==> src/rtl/carrier_burst_sequencer.sv <==
// ---------------------------------------------------------------------------
// carrier_burst_sequencer
//
// Sequences one modified-Miller style carrier burst for a sine generator.
// A burst is: GUARD_CLKS of plain carrier, then len bits of BIT_CLKS each,
// where every bit contains one carrier-off pause of PAUSE_CLKS, then another
// GUARD_CLKS of plain carrier and a single DONE cycle. A '0' bit pauses at
// the start of the bit and a '1' bit pauses at mid-bit. The phase-step strobe
// keeps running through pauses so the generated sine stays phase-continuous.
//
// Ports:
//   clk_in          system clock, rising edge
//   rst_in          asynchronous active-low reset
//   start_in        request a burst (only looked at in IDLE)
//   abort_in        kill any burst, back to IDLE on the next cycle
//   data_in[63:0]   frame bits, sent LSB first
//   len_in[6:0]     bit count 0..64, larger values clamp to 64
//   step_out        phase-step strobe, one pulse every STEP_DIV active cycles
//   carrier_en_out  1 = carrier on, 0 = carrier gated off
//   busy_out        high from the first LEAD cycle through the last TRAIL cycle
//   done_out        one-cycle pulse in DONE
//   bit_idx_out     index of the bit being sent, 0 outside DATA
// ---------------------------------------------------------------------------
module carrier_burst_sequencer #(
  parameter int BIT_CLKS   = 1391,
  parameter int PAUSE_CLKS = 347,
  parameter int GUARD_CLKS = 1024,
  parameter int STEP_DIV   = 1
) (
  input  logic        clk_in,
  input  logic        rst_in,
  input  logic        start_in,
  input  logic        abort_in,
  input  logic [63:0] data_in,
  input  logic [6:0]  len_in,
  output logic        step_out,
  output logic        carrier_en_out,
  output logic        busy_out,
  output logic        done_out,
  output logic [6:0]  bit_idx_out
);

  localparam int CNT_MAX = (GUARD_CLKS > BIT_CLKS) ? GUARD_CLKS : BIT_CLKS;
  localparam int CNT_W   = $clog2(CNT_MAX + 1);
  localparam int STEP_W  = $clog2(STEP_DIV + 1);

  localparam logic [CNT_W-1:0]  GUARD_LAST   = CNT_W'(GUARD_CLKS - 1);
  localparam logic [CNT_W-1:0]  BIT_LAST     = CNT_W'(BIT_CLKS - 1);
  localparam logic [CNT_W-1:0]  HALF_BIT     = CNT_W'(BIT_CLKS / 2);
  localparam logic [CNT_W-1:0]  ZERO_PAUSE_END = CNT_W'(PAUSE_CLKS);
  localparam logic [CNT_W-1:0]  ONE_PAUSE_END  = CNT_W'(BIT_CLKS / 2 + PAUSE_CLKS);
  localparam logic [STEP_W-1:0] STEP_LAST    = STEP_W'(STEP_DIV - 1);

  typedef enum logic [2:0] {
    ST_IDLE,
    ST_LEAD,
    ST_DATA,
    ST_TRAIL,
    ST_DONE
  } state_t;

  state_t              state, next_state;
  logic [CNT_W-1:0]    cnt, next_cnt;
  logic [6:0]          bit_idx, next_bit_idx;
  logic [STEP_W-1:0]   step_cnt, next_step_cnt;
  logic [63:0]         data_q;
  logic [6:0]          len_q;
  logic                latch;
  logic                next_active;
  logic                next_step;
  logic                next_carrier;
  logic                next_busy;
  logic                next_done;
  logic [6:0]          next_bit_out;
  logic                cur_bit;

  // Next-state and counter logic. cnt is the in-state cycle counter for
  // LEAD/TRAIL and the cycle-in-bit counter in DATA. Abort is applied last
  // so it overrides whatever the state itself wanted to do.
  always_comb begin
    next_state    = state;
    next_cnt      = cnt;
    next_bit_idx  = bit_idx;
    latch         = 1'b0;

    case (state)
      ST_IDLE: begin
        next_cnt     = '0;
        next_bit_idx = '0;
        if (start_in) begin
          next_state = ST_LEAD;
          latch      = 1'b1;
        end
      end
      ST_LEAD: begin
        if (cnt == GUARD_LAST) begin
          next_cnt   = '0;
          next_state = (len_q == 7'd0) ? ST_TRAIL : ST_DATA;
        end else begin
          next_cnt = cnt + 1'b1;
        end
      end
      ST_DATA: begin
        if (cnt == BIT_LAST) begin
          next_cnt = '0;
          if (bit_idx == len_q - 7'd1) begin
            next_state   = ST_TRAIL;
            next_bit_idx = '0;
          end else begin
            next_bit_idx = bit_idx + 7'd1;
          end
        end else begin
          next_cnt = cnt + 1'b1;
        end
      end
      ST_TRAIL: begin
        if (cnt == GUARD_LAST) begin
          next_cnt   = '0;
          next_state = ST_DONE;
        end else begin
          next_cnt = cnt + 1'b1;
        end
      end
      ST_DONE: begin
        next_cnt   = '0;
        next_state = ST_IDLE;
      end
      default: begin
        next_cnt     = '0;
        next_bit_idx = '0;
        next_state   = ST_IDLE;
      end
    endcase

    if (abort_in) begin
      next_state   = ST_IDLE;
      next_cnt     = '0;
      next_bit_idx = '0;
      latch        = 1'b0;
    end
  end

  // Output decode from the upcoming state so every output can be a plain
  // register that lines up with the state it describes. The step divider
  // restarts at zero on entry to LEAD so the first pulse lands on the first
  // LEAD cycle, then free-runs across LEAD, DATA and TRAIL.
  always_comb begin
    next_active   = (next_state == ST_LEAD) || (next_state == ST_DATA) ||
                    (next_state == ST_TRAIL);
    next_step_cnt = '0;
    next_step     = 1'b0;
    next_carrier  = 1'b0;
    next_busy     = next_active;
    next_done     = (next_state == ST_DONE);
    next_bit_out  = '0;
    cur_bit       = data_q[next_bit_idx[5:0]];

    if (next_active && (state != ST_IDLE)) begin
      next_step_cnt = (step_cnt == STEP_LAST) ? '0 : step_cnt + 1'b1;
    end
    if (next_active) begin
      next_step = (next_step_cnt == '0);
    end

    case (next_state)
      ST_LEAD, ST_TRAIL: next_carrier = 1'b1;
      ST_DATA: begin
        next_bit_out = next_bit_idx;
        if (cur_bit) begin
          next_carrier = !((next_cnt >= HALF_BIT) && (next_cnt < ONE_PAUSE_END));
        end else begin
          next_carrier = (next_cnt >= ZERO_PAUSE_END);
        end
      end
      default: next_carrier = 1'b0;
    endcase
  end

  // State, counters and the latched frame. The frame is only captured on
  // start acceptance, so inputs changing mid-burst cannot disturb it.
  always_ff @(posedge clk_in or negedge rst_in) begin
    if (!rst_in) begin
      state    <= ST_IDLE;
      cnt      <= '0;
      bit_idx  <= '0;
      step_cnt <= '0;
      data_q   <= '0;
      len_q    <= '0;
    end else begin
      state    <= next_state;
      cnt      <= next_cnt;
      bit_idx  <= next_bit_idx;
      step_cnt <= next_step_cnt;
      if (latch) begin
        data_q <= data_in;
        len_q  <= (len_in > 7'd64) ? 7'd64 : len_in;
      end
    end
  end

  // Registered outputs.
  always_ff @(posedge clk_in or negedge rst_in) begin
    if (!rst_in) begin
      step_out       <= 1'b0;
      carrier_en_out <= 1'b0;
      busy_out       <= 1'b0;
      done_out       <= 1'b0;
      bit_idx_out    <= '0;
    end else begin
      step_out       <= next_step;
      carrier_en_out <= next_carrier;
      busy_out       <= next_busy;
      done_out       <= next_done;
      bit_idx_out    <= next_bit_out;
    end
  end

endmodule

==> config.mk <==
export PLATFORM = sky130hd
export DESIGN_NAME = carrier_burst_sequencer
export DESIGN_NICKNAME = d
export VERILOG_FILES = /design/src/rtl/carrier_burst_sequencer.sv
export SDC_FILE = /design/constraint.sdc
export NUM_CORES = 1
export LEC_CHECK = 0
export CAP_MARGIN = 20
export CORE_MARGIN = 3
export CORE_UTILIZATION = 35
export CTS_CLUSTER_DIAMETER = 150
export DETAILED_ROUTE_END_ITERATION = 10
export DONT_BUFFER_PORTS = 1
export GPL_ROUTABILITY_DRIVEN = 0
export PLACE_DENSITY_LB_ADDON = 0.08
export SYNTH_ARGS = -nofsm -noshare
export SYNTH_HDL_FRONTEND = slang
export SYNTH_SLANG_ARGS = --single-unit
==> constraint.sdc <==
create_clock -name clk_in -period 4.6 [get_ports clk_in]
set_clock_uncertainty 0.15 [all_clocks]
set_input_delay 0.46 -clock clk_in [delete_from_list [all_inputs] [get_ports clk_in]]
set_output_delay 0.46 -clock clk_in [all_outputs]
set_load 0.1 [all_outputs]
After elaboration in Yosys (flattened, before gate mapping) --
Index checks and enable logic that the tools add are counted.
Cells by class: divide/modulo/power cells 0, bitwise operators 1, reductions and logical operators 11, multiplexer cells 28, equal/unequal tests 11, order comparisons 5, add/subtract/negate cells 4, multipliers 0, shift operators 0
Operator list (number):
- 2-to-1 mux 7 bit | 5
- 2-to-1 mux 11 bit | 3
- case mux 11 bit (2 select lines) | 1
- 2-to-1 mux 3 bit | 6
- case mux 7 bit (2 select lines) | 1
- equality test 3 x 2 -> 1 bit (second input constant) | 4
- case mux 3 bit (4 select lines) | 1
- adder 11 x 1 -> 11 bit (second input constant) | 1
- equality test 11 x 10 -> 1 bit (second input constant) | 1
- equality test 11 bit (second input constant) | 1
- >= comparator 11 x 10 -> 1 bit (second input constant) | 1
- >= comparator 11 x 9 -> 1 bit (second input constant) | 1
- less-than comparator 11 bit (second input constant) | 1
- 2-to-1 mux 1 bit | 9
- adder 7 x 1 -> 7 bit (second input constant) | 1
- equality test 7 bit | 1
- > comparator 7 bit (second input constant) | 1
- zero test 7 bit | 1
- less-than comparator 6 x 7 -> 1 bit (second input constant) | 1
- subtractor 7 x 1 -> 7 bit (second input constant) | 1
- binary-select mux 1 bit (select 6 bit) | 1
- equality test 3 x 1 -> 1 bit (second input constant) | 2
- equality test 3 bit (second input constant) | 2
- OR reduction 2 bit | 2
- 9 further kinds | 11
Storage, ports and cells: logic and storage cells 71, ROM bits 0, output and inout bits 11, input bits 75, flip-flop bits (word level) 104, memories kept 0, bits in writable memories 0, latch bits 0

Logic depth before layout (Yosys ltp) --
depth after elaboration 13, mapped depth 15, mapped depth without buffers 13

Least setup slack after synthesis --
OpenSTA, ideal clock, no wires.
path type register to register, start point register cnt[0], end point register carrier_en_out, setup time 79 ps, required time 4371 ps, period minus slack after synthesis 3152 ps, path buffers 2, path slack 1448 ps, arrival time 2923 ps, stages on the path, launching flop included 14, cell sequence dfrtp_1 inv_1 ha_1 nor4bb_1 nand4_1 and3_1 a311o_1 buf_4 buf_4 a221o_1 a41oi_1 o311ai_1 o211ai_2 mux2i_1
On the way: cells in the longest elaborated chain, start to end 9, elaborated cells between the ends (all ways) 28, classes of those cells add/sub: 1; order compare: 3; eq/ne: 5; mux: 16; reduce/logical: 3
Ends and longest elaborated chain:
- start, declared | line 63 | logic [CNT_W-1:0] cnt, next_cnt;
- start signal, assigned | line 191 | cnt <= next_cnt;
- adder 11 x 1 -> 11 bit (tied with other cells) | line 100, 113, 121
- 2-to-1 mux 11 bit (on tied branches) | line 96, 117, 104
- case mux 11 bit (2 select lines) | line 86 | case (state)
- 2-to-1 mux 11 bit | line 135 | if (abort_in) begin
- >= comparator 11 x 10 -> 1 bit / less-than comparator 11 bit (equally long branches) | line 170 | next_carrier = !((next_cnt >= HALF_BIT) && (next_cnt < ONE_PAUSE_END));
- logical AND 1 bit | line 170
- zero test 1 bit | line 170
- 2-to-1 mux 1 bit | line 169 | if (cur_bit) begin
- case mux 1 bit (2 select lines) (*) | line 165 | case (next_state)
- net next_carrier | line 71 | logic next_carrier;
- end signal, assigned | line 211 | carrier_en_out <= next_carrier;
- end, declared | line 37 | output logic carrier_en_out,
Mark *: on every way through the listed nets, which the timed path passes. The rest lies on a longest branch. The select of a mux whose other input is x is not followed. A chain may end at the register's enable or synchronous reset.

Worst setup path after layout --
start point register cnt[0], end point register carrier_en_out
On the way: elaborated cells between the ends (all ways) 28, classes of those cells add/sub: 1; order compare: 3; eq/ne: 5; mux: 16; reduce/logical: 3
RTL lines:
- equality test 11 bit | line 104 | if (cnt == BIT_LAST) begin
- 2-to-1 mux 7 bit | line 104
- case mux 7 bit (2 select lines) | line 86
- 2-to-1 mux 7 bit | line 135
- net next_bit_idx[2] | line 64 | logic [6:0] bit_idx, next_bit_idx;
- binary-select mux 1 bit (select 6 bit) | line 156 | cur_bit = data_q[next_bit_idx[5:0]];
- 2-to-1 mux 1 bit (implied by the code) | line 156
- 2-to-1 mux 1 bit | line 169
- case mux 1 bit (2 select lines) | line 165
- net next_carrier | line 71
The timed path passes the listed nets, and every way through them passes these cells. The select of a mux whose other input is x is not followed.

==> results.md <==
* Final setup vio count at 0
* Post-synth ARST share at 100%
* Worst reg2reg path depth at 13
* Area grow syn2layout at 9.01%
* WHS at 0.0181 ns
* Largest net degree at the start of global routing at 103
* Power density cells at 366 nW/um^2
* CTS tree: done
* Core Util, Final at 39.5%
* N_diodes at 0
* Number of synthesized flops with an enable pin at 0
* DIE AREA at 16,800 um^2
* Type of the most critical hold path: in -> reg
* Pleak at 0.00246 uW
* Primary FF master, synth: dfrtp_1
* Final non-filler cell total at 670
* Clock buffer depth at 2
* Total number of vias at 3,806
* Io pins at 86
* WL/cell at 20.4 um
* Critical path's slowest cell: o2bb2ai_2
* Final Cell Area at 5830 um^2
* Yosys warns at 0
* MaxCap Viol Count at 0
* IO buf count at 0
* Top area cells in the synthesized netlist: dfrtp_1 (48%), mux2_2 (14%), nor2_1 (2.2%)
* Crit Path Category: reg -> reg
* Post-synthesis instance total at 486
* Netlist cell types at 73
* Root Buffer: clkbuf_16
* Total nets after synthesis at 565
* GRT Total Usage at 16.7%
* Most frequent cells in the layout: dfrtp_1 (101), mux2_2 (65), nor2_1 (32)
* Total CTS buffers at 9
* First-pass GRT wire length at 21.8 mm
* Nets at 561
* H-Tree Level Count at 3
* Critical-path cell list: inv_1, ha_1, nand4bb_1, nor3_2, o2111ai_1, o2bb2ai_2, inv_2, and2_1, a221oi_1, a211oi_1, a32oi_1, o211ai_2, mux2i_1
* Slew headroom at 36.1%
* Fmax at 263 MHz
* DP HPWL at 9.90 mm
* Chip height at 130 um
* Mapped Area at 5350 um^2
* Slew Viols, Final at 0
* Postcts setup bufs at 0
* Congestion Overflow GR at 0
* RSZ-0062 raised after global routing: no
* Starting DRT DRC Count at 297
* Setup_tns at 0 ns
* Clock Sinks at 102
* Final Hold Viols at 0
* Residual DRC at 0
* Area after DPL at 5510 um^2
* Core footprint at 14,800 um^2
* Resize count post-CTS at 0
* Initial antenna violation count at 1
* CP peak stage delay at 0.66 ns
* Post-synth top area cell: dfrtp_1
* Final ANT Viol Nets at 0
* Die W at 130 um
* Total wire length at 13.7 mm
* Maximum VDD drop at 0.000206 V
* Via density at 5.68
* Hold path depth at 1
* Status: finished clean
* Drt first pass iters at 5
* # rows at 44
* Commonest non-fill, non-tap cell in the layout: dfrtp_1
* Clock transition at the registers of the reported paths at 0.07 ns
* Crit. End Element: flop
* Average instance area after synthesis at 11.0 um^2
* Worst R2R Setup Slack at 0.80 ns
* CTS Hold Buffers Added at 2
* Vias in the first global route at 3,917
* Min Tclk post-route at 3.80 ns
* Tcrit/Tclk final at 82.7%
* Sequential area share after synthesis at 47.7%
* Inst Count DP at 653
* Synth top area share at 47.7%
* Clock latency on the worst-skew pair at 0.36 ns
* Crit path arrival time at 3.89 ns
* Crit path required time at 4.68 ns
* Worst-margin pin slew at 0.959 ns
* #FFs+latches synth at 102
* Crit-path max FO at 18
* Worst setup SP type: flop
* Share of cells above drive strength 1 at 21.6%
* Starting Density at 36.2%
## cell families after synthesis
family / Yosys count / synth area share [%]
AOI/OAI and AO/OA: 89 / 12.3
xor gates and xnor gates: 19 / 3.39
adders and majority gates: 4 / 0.936
buffers and inverters: 47 / 4.40
DFF: 102 / 47.7
muxes: 76 / 15.8
and+or+nand+nor: 149 / 15.5
## through the flow
| step | setup slack [ns] | power [uW] |
|---|---|---|
| 2_1_floorplan | 1.45 | 1330 |
| 3_3_place_gp | 0.986 | 1400 |
| 3_5_place_dp | 0.850 | 1400 |
| 4_1_cts | 0.832 | 2170 |
| 5_1_grt | 0.488 | 2250 |
| 6_report | 0.796 | 2130 |
## state kept, by name (all words and copies together), names as in the netlist
signal and flops:
data_q 64, cnt 11, bit_idx 7, bit_idx_out 7
len_q 7, state 3, busy_out 1, carrier_en_out 1
done_out 1
## area by class of cell
class | instances | area (um^2)
Fill cell | 1434 | 8920
Tap cell | 184 | 230
Multi-Input combinational cell | 337 | 2570
Clock buffer | 9 | 225
Timing Repair Buffer | 8 | 82.6
Inverter | 24 | 116
Clock inverter | 6 | 55.1
Sequential cell | 102 | 2550
## synthesized netlist by cell type (4+ instances only)
master and count:
buf_4 5, nand2_1 26, buf_2 5, a221oi_1 10
a21oi_1 12, nand3_1 13, nand2b_1 4, nor3_1 8
and2_1 7, xor2_1 10, clkbuf_1 11, nand4_1 12
inv_1 21, nor2b_1 5, nor2_1 32, ha_1 4
o211ai_1 4, mux2i_1 10, nor4b_1 4, and3_1 6
a22oi_1 7, dfrtp_1 102, o21ai_0 17, nand3b_1 6
mux2_2 65, xnor2_1 8
## where the power goes
group          switching [uW]  total [uW]  internal (uW)  leakage, uW
logic                     126         280            154      0.00106
registers                 101        1120           1020      0.00127
clock network             357         732            374     0.000132
total                     585        2130           1550      0.00246
## worst paths after layout
kind	endpoint	start
min	bit_idx[6]	abort_in
max in group asynchronous	busy_out	rst_in
min in group asynchronous	bit_idx[5]	rst_in
max	carrier_en_out	cnt[0]
max reg2reg	carrier_en_out	cnt[0]
min reg2reg	data_q[55]	data_q[55]
## routing by layer
layer  up-vias  global-route usage, %  part of all wire, %
li1       1788                      -                    -
met1      1874                   21.6                   44
met2       124                   27.0                   48
met3        18                   5.56                  6.1
met4         2                   4.52                  1.5
met5         -                      0                0.051
## critical path, delay by kind of cell (launching register included)
family / cells / cell delay [ns]
buf+inv: 2 / 0.32
fa+ha+maj: 1 / 0.16
compound gates: 6 / 1.67
mux: 1 / 0.13
simple gates: 3 / 0.80
flops: 1 / 0.44
(Power assumes the default switching activity.)
